File: src/rtl/mtr_drv_ctrl.sv
// One PWM11 motor-drive channel: speed-to-duty conversion, period-aligned
// duty commits, enable/fault sequencing and over-current trip counting.
module mtr_drv_ctrl #(
    parameter logic [10:0] DUTY_OFF  = 11'd128,
    parameter int unsigned OVR_LIMIT = 8
) (
    input  logic        clk,
    input  logic        rst,
    input  logic        en,
    input  logic [11:0] spd_cmd,
    input  logic        clr_fault,
    input  logic        pwm_synch,
    input  logic        ovr_i_blank_n,
    input  logic        ovr_i,
    output logic [10:0] duty,
    output logic        fwd,
    output logic        drv_en,
    output logic        fault
);

    localparam logic [7:0] LIM = 8'(OVR_LIMIT);

    typedef enum logic [1:0] {IDLE, RUN, FAULT} state_t;

    state_t      state;
    logic        ovr_seen;
    logic [7:0]  ovr_cnt;
    logic [7:0]  cnt_inc;
    logic [11:0] neg;
    logic [11:0] mag;
    logic [12:0] sum;
    logic [10:0] duty_calc;
    logic        fwd_calc;
    logic        ovr_vld;
    logic        hit;
    logic        trip;

    always_comb begin
        neg = 12'd0 - spd_cmd;
        if (!spd_cmd[11])
            mag = spd_cmd;
        else if (neg[11])
            mag = 12'h7FF;
        else
            mag = neg;
        sum       = {1'b0, mag} + {2'b00, DUTY_OFF};
        duty_calc = '0;
        if (mag != 12'd0)
            duty_calc = (sum > 13'd2047) ? 11'h7FF : sum[10:0];
        // zero command keeps the last direction
        fwd_calc = (mag == 12'd0) ? fwd : ~spd_cmd[11];
    end

    assign ovr_vld = ovr_i & ovr_i_blank_n;
    assign hit     = ovr_seen | ovr_vld;
    assign cnt_inc = (ovr_cnt >= LIM) ? ovr_cnt : ovr_cnt + 8'd1;
    assign trip    = pwm_synch & hit & (ovr_cnt == LIM - 8'd1);

    always_ff @(posedge clk or posedge rst) begin
        if (rst) begin
            state    <= IDLE;
            duty     <= '0;
            fwd      <= 1'b1;
            drv_en   <= 1'b0;
            fault    <= 1'b0;
            ovr_seen <= 1'b0;
            ovr_cnt  <= '0;
        end else begin
            unique case (state)
                IDLE: begin
                    duty   <= '0;
                    drv_en <= 1'b0;
                    if (pwm_synch && en) begin
                        state  <= RUN;
                        duty   <= duty_calc;
                        fwd    <= fwd_calc;
                        drv_en <= 1'b1;
                    end
                end
                RUN: begin
                    if (pwm_synch) begin
                        ovr_seen <= 1'b0;
                        ovr_cnt  <= hit ? cnt_inc : 8'd0;
                    end else if (ovr_vld) begin
                        ovr_seen <= 1'b1;
                    end
                    // trip beats disable, disable beats duty update
                    if (trip) begin
                        state  <= FAULT;
                        fault  <= 1'b1;
                        duty   <= '0;
                        drv_en <= 1'b0;
                    end else if (!en) begin
                        state  <= IDLE;
                        duty   <= '0;
                        drv_en <= 1'b0;
                    end else if (pwm_synch) begin
                        duty <= duty_calc;
                        fwd  <= fwd_calc;
                    end
                end
                FAULT: begin
                    if (clr_fault && !en) begin
                        state    <= IDLE;
                        fault    <= 1'b0;
                        ovr_cnt  <= '0;
                        ovr_seen <= 1'b0;
                    end
                end
                default: state <= IDLE;
            endcase
        end
    end

endmodule

File: config.mk
export PLATFORM = sky130hd
export DESIGN_NAME = mtr_drv_ctrl
export DESIGN_NICKNAME = d
export VERILOG_FILES = /design/src/rtl/mtr_drv_ctrl.sv
export SDC_FILE = /design/constraint.sdc
export NUM_CORES = 1
export LEC_CHECK = 0
export CAP_MARGIN = 20
export CORE_ASPECT_RATIO = 0.8
export CORE_MARGIN = 2
export CORE_UTILIZATION = 25
export DETAILED_ROUTE_END_ITERATION = 10
export GPL_TIMING_DRIVEN = 0
export PLACE_DENSITY_LB_ADDON = 0.1
export REMOVE_ABC_BUFFERS = 1
export SYNTH_ARGS = -nofsm -noshare
export SYNTH_HDL_FRONTEND = slang
export SYNTH_SLANG_ARGS = --single-unit
File: constraint.sdc
create_clock -name clk -period 4.6 [get_ports clk]
set_input_delay 0.92 -clock clk [delete_from_list [all_inputs] [get_ports clk]]
set_output_delay 0.92 -clock clk [all_outputs]
set_load 0.01 [all_outputs]
Word-level counts from Yosys, hierarchy flattened. Cells that the tools add are included.

Add/subtract/negate cells: 3. Magnitude comparators: 2. Equality and inequality tests: 13. Multiplexer cells: 35. Bitwise gates (word level): 5. Reductions and logical operators: 15.

Operators by type and width (count): $mux W11 (8); $mux W8 (4); $pmux W11 S2 (1); $pmux W8 S2 (1); $add A12 B8 Y13 const B (1); $gt A13 B11 Y1 const B (1); $logic_not A12 Y1 (1); $mux W1 (12); $ne A2 B2 Y1 const B (6); $reduce_bool A12 Y1 (1); $sub A1 B12 Y12 const A (1); $ne A3 B3 Y1 const B (3); $reduce_and A3 Y1 (3); $add A8 B1 Y8 const B (1); $eq A8 B3 Y1 const B (1); $ge A8 B4 Y1 const B (1); $mux W2 (4); $pmux W1 S2 (4); $pmux W2 S3 (1); $reduce_and A5 Y1 (1); $ne A4 B4 Y1 const B (1); $reduce_and A2 Y1 (2); $reduce_and A4 Y1 (1); $reduce_bool A2 Y1 (2); other kinds (8) (11).

Register bits: 25. Input port bits: 19. Output and inout bits: 14. Word-level logic and storage cells: 80.

Longest topological paths before layout. Gate-level depths: netlist of the first run.

Depth in word-level cells: 11. Mapped depth: 13. Gate-level depth less buffers: 12.

Worst setup path after synthesis of the first run. OpenSTA, ideal clock, no wires.

Path kind: input to register. Start point: in spd_cmd[0]. End point: reg duty[10]. Setup time: 0.066 ns. Arrival: 3.528 ns. Required time: 4.534 ns. Setup slack: 1.006 ns. Stages on the path: 13. Path buffers: 1. Path through: inv_1 -> ha_1 -> clkbuf_2 -> or3b_1 -> a211oi_1 -> o32ai_2 -> ha_1 -> inv_1 -> o211ai_1 -> nor4b_4 -> a31oi_1 -> a211oi_2 -> a221o_1.

Cells in the longest elaborated chain, start to end: 11. Elaborated cells on any way between the ends: 13. Those cells by class: add/sub: 2; order compare: 1; mux: 9; reduce/logical: 1.

Ends and longest elaborated chain: from (decl) (line 10) `input logic [11:0] spd_cmd,`; $sub A1 B12 Y12 (line 39) `neg = 12'd0 - spd_cmd;`; $mux W11 (line 42) `else if (neg[11])`; $mux W11 * (line 40) `if (!spd_cmd[11])`; $add A12 B8 Y13 (line 46) `sum = {1'b0, mag} + {2'b00, DUTY_OFF};`; $gt A13 B11 Y1 (line 49) `duty_calc = (sum > 13'd2047) ? 11'h7FF : sum[10:0];`; $mux W11 (line 49); $mux W11 * (line 48) `if (mag != 12'd0)`; $mux W11 (line 97) `end else if (pwm_synch) begin`; $mux W11 (line 93) `end else if (!en) begin`; $mux W11 (line 88) `if (trip) begin`; $pmux W11 S2 * (line 69) `unique case (state)`; to (signal assigned) (line 75) `duty <= duty_calc;`; to (signal assigned) (line 98) `duty <= duty_calc;`; to (decl) (line 15) `output logic [10:0] duty,`.

Every way passes the cells marked *; elsewhere a longest branch is shown, timed or not. The select of a mux whose other input is x is not followed. A chain may end at the register's enable or synchronous reset.

Final worst setup path of the first run.
Start point: in spd_cmd[0]. End point: reg duty[8].

The elaborated chain is that of the path after synthesis.

==> results of run 1 <==
==> per-layer routing <==
layer	wire length, um	up-vias	GRT usage [%]	share of wire, %
li1	-	863	-	-
met1	2760	812	20.4	56
met2	1950	36	17.7	40
met3	197	2	2.44	4.0
met4	25	0	1.62	0.51
met5	0	-	0	0
==> worst max path at each step <==
stage	endpoint	slack, ns	cells past startpoint
floorplan	duty[7]$_DFFE_PP0P_	1.03	12
global placement	duty[6]$_DFFE_PP0P_	-0.23	8
detailed placement	duty[6]$_DFFE_PP0P_	-0.22	8
CTS	duty[6]$_DFFE_PP0P_	0.06	8
global route	duty[10]$_DFFE_PP0P_	0.002	13
finish	duty[8]$_DFFE_PP0P_	0.25	13
==> where the power goes <==
part           internal, mW  switching (mW)
logic                0.0810          0.0885
registers             0.241          0.0212
clock network        0.0606          0.0712
total                 0.383           0.181
==> layout by cell type, fill, tap and decap left out, types with 4 or more instances in the layout <==
master	synthesis	final
clkdlybuf4s50_1	0	32
dfrtp_1	24	24
inv_1	14	14
o21ai_0	14	14
nor2_1	13	13
nand3_1	13	13
nand2_1	12	12
a21oi_1	10	10
nand2b_1	9	9
a221o_1	8	8
a31oi_1	6	6
nor4_1	6	6
ha_1	4	4
==> registers in the layout (all words and copies together), names as in the netlist <==
signal    cells
duty         11
fault         1
ovr_seen      1
drv_en        1
fwd           1
ovr_cnt       8
state         2
==> cells by family (layout without fill, tap and decap cells) <==
| logic type | Yosys count | count (layout) | share of synthesized area [%] |
|---|---|---|---|
| fa+ha+maj | 4 | 4 | 2.63 |
| xor+xnor | 6 | 6 | 3.15 |
| buf+inv | 27 | 52 | 6.70 |
| mux | 4 | 4 | 2.17 |
| compound gates | 72 | 72 | 30.0 |
| flops | 25 | 25 | 32.9 |
| simple gates | 74 | 74 | 22.5 |
==> synth_stat cells, types with 2 or more instances <==
| cell type | count |
|---|---|
| a21oi_1 | 10 |
| o211a_1 | 2 |
| nor3_1 | 2 |
| or3_1 | 3 |
| a31oi_1 | 6 |
| xor2_1 | 2 |
| nand3b_1 | 2 |
| nor4_1 | 6 |
| o21ai_0 | 14 |
| mux2i_1 | 3 |
| and2_1 | 2 |
| o21a_1 | 3 |
| a221o_1 | 8 |
| a22o_1 | 3 |
| buf_6 | 3 |
| nand2b_1 | 9 |
| nor2_1 | 13 |
| a211oi_1 | 2 |
| ha_1 | 4 |
| clkbuf_1 | 7 |
| o22ai_1 | 2 |
| a31o_2 | 2 |
| buf_2 | 2 |
| o211ai_1 | 2 |
| dfrtp_1 | 24 |
| o2111ai_1 | 2 |
| xnor2_1 | 3 |
| nand3_1 | 13 |
| or4_1 | 2 |
| a211o_1 | 2 |
| nand2_1 | 12 |
| inv_1 | 14 |
==> layout make-up <==
cell class / instances / area share, %
clock inverter: 1 / 0.212
timing repair buffer: 34 / 15.0
multi-input combinational: 160 / 48.7
inverter: 14 / 2.22
clock buffer: 3 / 1.75
tap: 105 / 5.56
sequential: 25 / 26.5
==> per-stage QoR <==
stage / setup WS, ns / power (mW) / hold slack, ns / TNS, ns
after CTS: 0.0612 / 0.570 / 0.503 / 0
after detailed placement: -0.220 / 0.434 / 0.480 / -0.979
after global routing: 0.00197 / 0.606 / 0.528 / 0
final: 0.253 / 0.564 / 0.498 / 0
after global placement: -0.231 / 0.435 / 0.479 / -1.13
after floorplan: 1.03 / 0.358 / 0.455 / 0
==> summary.md, run 1 <==
| Metric | Value |
|---|---|
| Critical path buffers and inverters | 3 |
| Fin crit share | 94.5% |
| Placed Cells | 336 |
| Placed Area | 2280 um^2 |
| Top post-synthesis cells by area | dfrtp_1 (32%), a221o_1 (4.2%), o21ai_0 (3.7%), nand3_1 (3.4%), nand2b_1 (3.0%) |
| Yosys warning count | 0 |
| Final Non-Filler Cells | 342 |
| 1st-iter DRT viols | 97 |
| Crit-path max cell delay | 0.54 ns |
| Routability Congestion | 0.751 |
| Cell variety after synth | 60 |
| Die width | 102 um |
| Max VDD drop | 0.104 mV |
| Max clock buf depth | 2 |
| Pin count of the biggest net entering global routing | 26 |
| Async S/R FF share, synth | 100% |
| Grt ovf | 0 |
| Kind of critical path | in -> reg |
| Drt first pass iters | 4 |
| Fin. Hold Viols | 0 |
| Syn Inst Count | 212 |
| Initial antenna violation count | 0 |
| First-pass GRT wire length | 8440 um |
| Crit path DAT | 4.56 ns |
| TritonCTS Buffers | 3 |
| GRT Total Usage | 12.7% |
| Post-CTS resize count | 0 |
| CTS tree | built |
| Worst-margin pin slew | 0.754 ns |
| Clk_skew | 0.00391 ns |
| HP Class | reg -> reg |
| Max frequency | 230 MHz |
| Register area | 627 um^2 |
| Sequential share of the synthesized area | 32.9% |
| HPWL Detailed | 3720 um |
| Die ar. | 8340 um^2 |
| Via density | 5.01 |
| CTS Root Cell | clkbuf_8 |
| CTS sink count | 25 |
| Rel. slew slack | 49.6% |
| Ports | 33 |
| PD cells | 239 nW/um^2 |
| Worst reg2reg path endpoint | duty[6]$_DFFE_PP0P_ |
| Syn Area/Cell | 8.99 um^2 |
| Crit-path slowest cell | or3b_1 |
| R2r setup slk | 1.97 ns |
| Final Core Density | 32.0% |
| CTS H-tree lvls | 1 |
| Fillers | 773 |
| #FFs+latches synth | 25 |
| Drc violations | 0 |
| Post-layout min period | 4.35 ns |
| Synth top area share | 31.5% |
| Post-route ant nets | 0 |
| Chip Height | 82.1 um |
| Post-synth EDFFs | 0 |
| Post-synth top flop | dfrtp_1 |
| P_leak | 0.935 nW |
| Hold Path End | ovr_cnt[7]$_DFFE_PP0P_ |
| Post-Syn Area | 1910 um^2 |
| Crit-path cells | clkdlybuf4s50_1, inv_1, ha_1, or3b_1, a211oi_1, o32ai_2, ha_1, inv_1, o211ai_1, nor4b_4, a31oi_1, a211oi_2, a221o_1 |
| CP Capture Type | flip-flop |
| Worst-path clk slew | 0.09 ns |
| Post-CTS setup buffers | 0 |
| Reg2reg path depth | 8 |
| Wirelength per Cell | 14.4 um |
| MaxCap Viol Count | 0 |
| Fin area | 2360 um^2 |
| PortBufs | 32 |
| Rows | 28 |
| Worst-Skew Late Latency | 0.27 ns |
| Final max-slew violation count | 0 |
| Biggest area consumer among synthesized cells | dfrtp_1 |
| Min-Delay Path Depth | 1 |
| Multi-input logic area | 1150 um^2 |
| Detailed-route via count | 1,713 |
| Area grow syn2layout | 24.0% |
| Outcome | complete, no violations |
| CP required | 4.81 ns |
| RSZ-0062 raised after global routing | false |
| Layout cell share with drive strength beyond 1 | 8.44% |
| Routed wire length | 4920 um |
| Critical Path Fanout Max | 9 |
| Via count of the first global-routing pass | 1,617 |
| Worst setup path startpoint | spd_cmd[0] |
| Crit path launch type | input port |
| Cts hold-fix bufs | 0 |
| Starting Density | 25.8% |
| Family with the most delay on the worst path | compound AO/OA/AOI/OAI gates |
| R2R Path Start | ovr_cnt[4]$_DFFE_PP0P_ |
| Total Nets Final | 261 |
| Core area | 7390 um^2 |
| N_diodes | 0 |
| Final setup vio count | 0 |
| Hold Startpoint | ovr_cnt[7]$_DFFE_PP0P_ |
(Power assumes the default switching activity.)
==> run 2, diff against run 1 <==
--- a/config.mk
+++ b/config.mk
@@ -9,6 +9,7 @@
 export CORE_ASPECT_RATIO = 0.8
 export CORE_MARGIN = 2
 export CORE_UTILIZATION = 25
+export CTS_BUF_LIST = sky130_fd_sc_hd__clkbuf_2 sky130_fd_sc_hd__clkbuf_4 sky130_fd_sc_hd__clkbuf_8
 export DETAILED_ROUTE_END_ITERATION = 10
 export GPL_TIMING_DRIVEN = 0
 export PLACE_DENSITY_LB_ADDON = 0.1
==> results of run 2 <==
Same layout as run 1: the final DEF is identical, and so are final timing and power.
